===== src/rtl/ifetch_unit.sv =====
// Instruction fetch/sequencing unit: owns the PC, fetches over a req/ack handshake, applies branch/jump.
// Optional IFETCH_PERF_EN adds retired-instruction and fetch-stall counters.
module ifetch_unit #(
  parameter logic [31:0] RESET_PC = 32'h0000_0000
) (
  input  logic        clk,
  input  logic        rst_n,
  output logic        imem_req,
  output logic [31:0] imem_addr,
  input  logic        imem_ack,
  input  logic [31:0] imem_rdata,
  output logic [31:0] instr,
  output logic [5:0]  op,
  output logic [5:0]  func,
  output logic        instr_vld,
  input  logic        exec_done,
  input  logic        brnch,
  input  logic        jmp,
  output logic [31:0] pc,
  output logic [31:0] pc_plus4
`ifdef IFETCH_PERF_EN
  ,
  output logic [31:0] perf_instr,
  output logic [31:0] perf_stall
`endif
);

  localparam int unsigned XLEN    = 32;
  localparam int unsigned FIELD_W = 6;

  typedef enum logic [1:0] {
    IDLE  = 2'd0,
    FETCH = 2'd1,
    ISSUE = 2'd2
  } stateT;

  stateT           state;
  stateT           nextState;
  logic [XLEN-1:0] pcReg;
  logic [XLEN-1:0] pcNext;
  logic [XLEN-1:0] instrReg;
  logic [XLEN-1:0] instrNext;
  logic [XLEN-1:0] pcSeq;
  logic [XLEN-1:0] branchOff;
  logic [XLEN-1:0] jumpTgt;

  // State register; reset discards any ack arriving in the same cycle.
  always_ff @(posedge clk) begin
    if (!rst_n) begin
      state    <= IDLE;
      pcReg    <= RESET_PC;
      instrReg <= '0;
    end else begin
      state    <= nextState;
      pcReg    <= pcNext;
      instrReg <= instrNext;
    end
  end

  assign pcSeq     = pcReg + XLEN'(4);
  assign branchOff = {{14{instrReg[15]}}, instrReg[15:0], 2'b00};
  assign jumpTgt   = {pcSeq[31:28], instrReg[25:0], 2'b00};

  // Next-state and next-PC; jump outranks branch.
  always_comb begin
    nextState = state;
    pcNext    = pcReg;
    instrNext = instrReg;
    case (state)
      IDLE: nextState = FETCH;
      FETCH: begin
        if (imem_ack) begin
          instrNext = imem_rdata;
          nextState = ISSUE;
        end
      end
      ISSUE: begin
        if (exec_done) begin
          nextState = FETCH;
          if (jmp)        pcNext = jumpTgt;
          else if (brnch) pcNext = pcSeq + branchOff;
          else            pcNext = pcSeq;
        end
      end
      default: nextState = IDLE;
    endcase
  end

  assign imem_req  = (state == FETCH);
  assign instr_vld = (state == ISSUE);
  assign imem_addr = pcReg;
  assign pc        = pcReg;
  assign pc_plus4  = pcSeq;
  assign instr     = instrReg;
  assign op        = instrReg[31:32-FIELD_W];
  assign func      = instrReg[FIELD_W-1:0];

`ifdef IFETCH_PERF_EN
  logic [XLEN-1:0] perfInstr;
  logic [XLEN-1:0] perfStall;

  always_ff @(posedge clk) begin
    if (!rst_n) begin
      perfInstr <= '0;
      perfStall <= '0;
    end else begin
      if (state == ISSUE && exec_done) perfInstr <= perfInstr + XLEN'(1);
      if (state == FETCH && !imem_ack) perfStall <= perfStall + XLEN'(1);
    end
  end

  assign perf_instr = perfInstr;
  assign perf_stall = perfStall;
`endif

  // An unresolved branch/jump at retirement would load X into the PC.
  ctrlKnown: assert property (@(posedge clk) disable iff (!rst_n)
    (state == ISSUE && exec_done) |-> !$isunknown({brnch, jmp}));

endmodule


===== config.mk =====
export PLATFORM = sky130hd
export DESIGN_NAME = ifetch_unit
export DESIGN_NICKNAME = d
export VERILOG_FILES = /design/src/rtl/ifetch_unit.sv
export SDC_FILE = /design/constraint.sdc
export NUM_CORES = 1
export LEC_CHECK = 0
export CAP_MARGIN = 20
export CORE_ASPECT_RATIO = 0.7
export CORE_UTILIZATION = 43
export CTS_CLUSTER_SIZE = 20
export DETAILED_ROUTE_END_ITERATION = 6
export PLACE_DENSITY = 0.72
export SYNTH_ARGS = -nofsm -noshare
export SYNTH_HDL_FRONTEND = slang
export SYNTH_SLANG_ARGS = --single-unit

===== constraint.sdc =====
create_clock -name clk -period 3.85 [get_ports clk]
set_clock_uncertainty 0.15 [all_clocks]
set_input_delay 0.77 -clock clk [delete_from_list [all_inputs] [get_ports clk]]
set_output_delay 0.77 -clock clk [all_outputs]
set_load 0.02 [all_outputs]

# Word-level counts from Yosys, hierarchy flattened
# Cells that the tools add are included.
[classes]
n_addsub = 2
eq_ne = 4
muxes = 5
reduce_logical = 4
[op_table]
columns = ["op", "n"]
rows = [
  ["32-bit 2-to-1 mux", 2],
  ["32-bit by 3-bit adder with 32-bit output (second input constant)", 1],
  ["32-bit adder", 1],
  ["2-bit case mux with 3 select lines", 1],
  ["2-bit AND reduction", 3],
  ["2-bit 2-to-1 mux", 2],
  ["2-bit by 1-bit inequality test with 1-bit output (second input constant)", 2],
  ["2-bit by 1-bit == test with 1-bit output (second input constant)", 1],
  ["2-bit == test (second input constant)", 1],
  ["2-bit zero test", 1],
]
[totals]
ff_bits = 66
out_inout_bits = 142
wordCells = 18

# Longest topological paths before layout
[logic_depth]
depth_word = 4
depth_mapped = 16
depth_no_buf = 15

# Worst setup path after synthesis
# Ideal clock, no wire load.
[synth_path]
kind = "flip-flop to flip-flop"
start = "register pcReg[2], in the netlist imem_addr[2]"
end = "register pcReg[24], in the netlist imem_addr[24]"
setup_time_ns = 0.117
arrival_ns = 3.742
path_slack_ns = -0.160
path_stages_with_launch = 16
n_path_buf = 0
period_less_slack_ns = 4.010
cell_sequence = "dfxtp_1 -> ha_1 -> and2_1 -> and2_1 -> nand4_1 -> xnor2_1 -> ha_1 -> nand3_1 -> nor2_1 -> a221o_1 -> a211oi_2 -> a21oi_1 -> o41ai_1 -> xor2_1 -> nand2_1 -> a32o_1"
[synth_between]
elab_chain_len = 4
[synth_lines]
columns = ["item", "line_no", "text"]
rows = [
  ["from (decl)", "39", "logic [XLEN-1:0] pcReg;"],
  ["from (signal assigned)", "55", "pcReg <= pcNext;"],
  ["32-bit by 3-bit adder with 32-bit output", "60", "assign pcSeq = pcReg + XLEN'(4);"],
  ["via pc_plus4[14]", "20", "output logic [31:0] pc_plus4"],
  ["32-bit adder", "81", "else if (brnch) pcNext = pcSeq + branchOff;"],
  ["32-bit 2-to-1 mux", "81", ""],
  ["32-bit 2-to-1 mux", "80", "if (jmp) pcNext = jumpTgt;"],
]
# The timed path passes the listed nets, and every way through them passes these cells.
# A chain may end at the register's enable or synchronous reset.

# Final worst setup path
[layout_path]
start = "register pcReg[4], in the netlist imem_addr[4]"
end = "output pc_plus4[25]"
[layout_between]
elab_chain_len = 1
[layout_lines]
columns = ["item", "line_no"]
rows = [
  ["32-bit by 3-bit adder with 32-bit output", "60"],
  ["to (decl)", "20"],
]
# Every way passes these cells.

==> impl_metrics.toml <==
[floorplan]
rows = 33
io_pins = 180
core-area_sq_um = 12000
start_util_pct = 45.0
die_w_microns = 136
fp.dieArea_sq_um = 13000
dieHeight_microns = 95.7

[finish]
final_util_pct = 65.2
final_nets = 979
final_cells = 1066
area_delta_synth_final_pct = 44.8
drive_gt1_share_pct = 13.6
antenna-diode-count = 0
fill_cells = 1021

[critical_path]
end_kind = "output pin"
arrival_ns = 2.83
worstRegToRegCells = 15
cp_max_fo = 4
required_ns = 2.93
critPathKind = "flip-flop to output pin"
regToRegSetupSlack_ns = 0.16
worstReg2RegEnd = "imem_addr[22]"
r2r-start = "imem_addr[7]"
start_kind = "flip-flop"

[placement]
dp.cells = 1047
dp_slack_ns = -0.0948
gp_congestion = 0.930
hpwl_microns = 15000
io_buffers = 173

[route]
vias = 5910
drt-wirelength-per-cell_microns = 18.3
drc_errors = 0
final_antenna_net_count = 0
drt_iter0_drc = 510
wl_microns = 19500
avgViaCountPerCell = 5.54
drtPass1Iterations = 5

[clock_tree]
cts_buffers = 9
hold_buffers = 0
htree_levels = 3
cts_tree = "yes"
clock_path_buffers = 2
clkSlewWorstSetupHoldPaths_ns = 0.06
clk_latency_ns = 0.34
clkSinkCount = 64
clk_root_buffer_cell = "clkbuf_16"

[global_routing]
grt_pass1_vias = 5449
antenna_found_initial = 0
grt_overflow = 0
grt_max_degree = 43
grt_pass1_wl_microns = 29700
grt.total_usage_pct = 30.3

[timing]
tightest_slew_ns = 0.850
min_period_ns = 3.75
grt_setup_unrepaired = "yes"
drv_slew = 0
timing.final.ws_setup_ns = 0.0984
whs_ns = 0.321
hold_violations = 0
min_period_over_period_pct = 97.4
finalSetupViolCount = 0
max_freq_ghz = 0.267
max_slew_margin_pct = 43.3

[run_status]
status = "completed"

[power_and_ir_drop]
powerDensity_nw_per_um2 = 265
power.leakage_nw = 3.26
seq_power_share_pct = 34.9
power_switching_mw = 0.617
p_sw_share_pct = 29.8
p_clk_share_pct = 44.4
vdd_ir_drop_max_mv = 0.277
internal_power_mw = 1.45
p_total_mw = 2.07
combPwrFrac_pct = 20.7

[hold_path]
min_path_cells = 2
holdPathEnd = "instr[31]"
min_from = "instr[31]"
hp-class = "flip-flop to flip-flop"

[logic_synthesis]
yosys-top-cells-area = "dfxtp_1 24%, a21oi_1 9.6%, nand2_1 8.8%"
synth-edff-count = 0
synth_top_area_cell = "dfxtp_1"
synthCells = 738
async_flop_share_pct = 0
synth-seq-cells = 64
synth_area_sq_um = 5390
ys_warn_count = 0
syn_avg_cell_area_sq_um = 7.30
ys.flop_type = "dfxtp_1"
yosysSeqAreaShare_pct = 23.8
synth_top_area_share_pct = 23.8
yosysUniqueCellTypes = 69

[run]
drv_cap = 0
critical path, stage by stage (launching register included):
cell	delay, ns
dfxtp_1	0.35
and3_4	0.20
nand3_1	0.16
buf_4	0.19
nor4_4	0.26
buf_4	0.18
nand3_1	0.17
xnor2_2	0.32
clkdlybuf4s50_1	0.66
cells by family (layout without fill, tap and decap cells):
group	after synthesis	in the layout	share of synthesized area [%]
DFF	64	64	23.8
and+or+nand+nor	282	282	25.1
AOI/OAI and AO/OA	207	207	23.5
other	1	6	0.0696
xor gates and xnor gates	48	48	7.80
muxes	7	7	1.32
buffers and inverters	92	258	9.75
adders and majority gates	37	37	8.73
timing repair:
item / 4_1_cts / 5_1_grt
endpoints found under the setup margin: 9 / 16
gates resized for setup: 5 / 28
setup buffers: 1 / 2
endpoints found under the hold margin: 0 / 0
pin swaps: 1 / 5
cells in the mapped netlist (6+ instances only):
cell type	n
nand2b_1	13
nand3_1	20
and2_1	6
nor2_1	51
mux2i_1	6
buf_4	48
a21o_1	15
nor3_1	15
o21ai_0	30
o211ai_1	10
inv_1	11
clkbuf_1	31
a21oi_1	103
nand2_1	127
ha_1	36
xnor2_1	25
nand4_1	11
xor2_1	23
or3_1	6
dfxtp_1	64
nor2b_1	8
power by group through the flow:
stage	logic [mW]	clock network, mW	registers [mW]
3_5_place_dp	0.419	0	0.736
5_1_grt	0.459	0.954	0.726
2_1_floorplan	0.220	0	0.758
3_3_place_gp	0.413	0	0.735
6_report	0.428	0.919	0.723
4_1_cts	0.421	0.927	0.722
through the flow:
stage	cell area, sq um	TNS (ns)
after CTS	7650	0
after global routing	7810	-0.102
after detailed placement	7310	-0.229
final	7810	0
after floorplan	5450	0
after global placement	7310	0
cell usage in the layout, fill, tap and decap left out, types with 15 or more instances in the layout:
cell             netlist  routed
a21o_1                15      15
a21oi_1              103     101
buf_4                 48      57
clkdlybuf4s50_1        0     169
dfxtp_1               64      58
ha_1                  36      32
nand2_1              127     127
nand3_1               20      20
nor2_1                51      50
o21ai_0               30      28
xor2_1                23      22
area by class of cell:
type	instances	area, sq um	share of cell area, %
repair buffers	230	2160	27.6
well taps	157	196	2.52
flip-flops and latches	64	1290	16.5
clock inverters	7	103	1.31
inverters	12	45.0	0.577
clock buffers	9	225	2.88
multi-input cells	587	3790	48.5
how the worst max path moves through the flow:
stage / startpoint / end / slack [ns] / cells past startpoint
3_3_place_gp: imem_addr[8] / imem_addr[27] / 0.03 / 13
2_1_floorplan: imem_addr[2] / imem_addr[31] / 0.01 / 14
6_report: imem_addr[4] / pc_plus4[25] / 0.1 / 8
3_5_place_dp: imem_addr[8] / imem_addr[31] / -0.09 / 13
5_1_grt: imem_addr[4] / imem_addr[25] / -0.06 / 16
4_1_cts: imem_addr[12] / pc_plus4[25] / 0.07 / 6
metal layers:
metal	track usage (%)	vias to the layer above	routed length (microns)
met3	9.20	15	2100
met2	43.3	274	7900
met1	44.4	2739	9410
met5	0	-	0
li1	-	2882	-
met4	4.68	0	118
registers in the layout, indices dropped and copies added (netlist names):
name,count
instr,32
state,2
imem_addr,30
(Power assumes the default switching activity.)
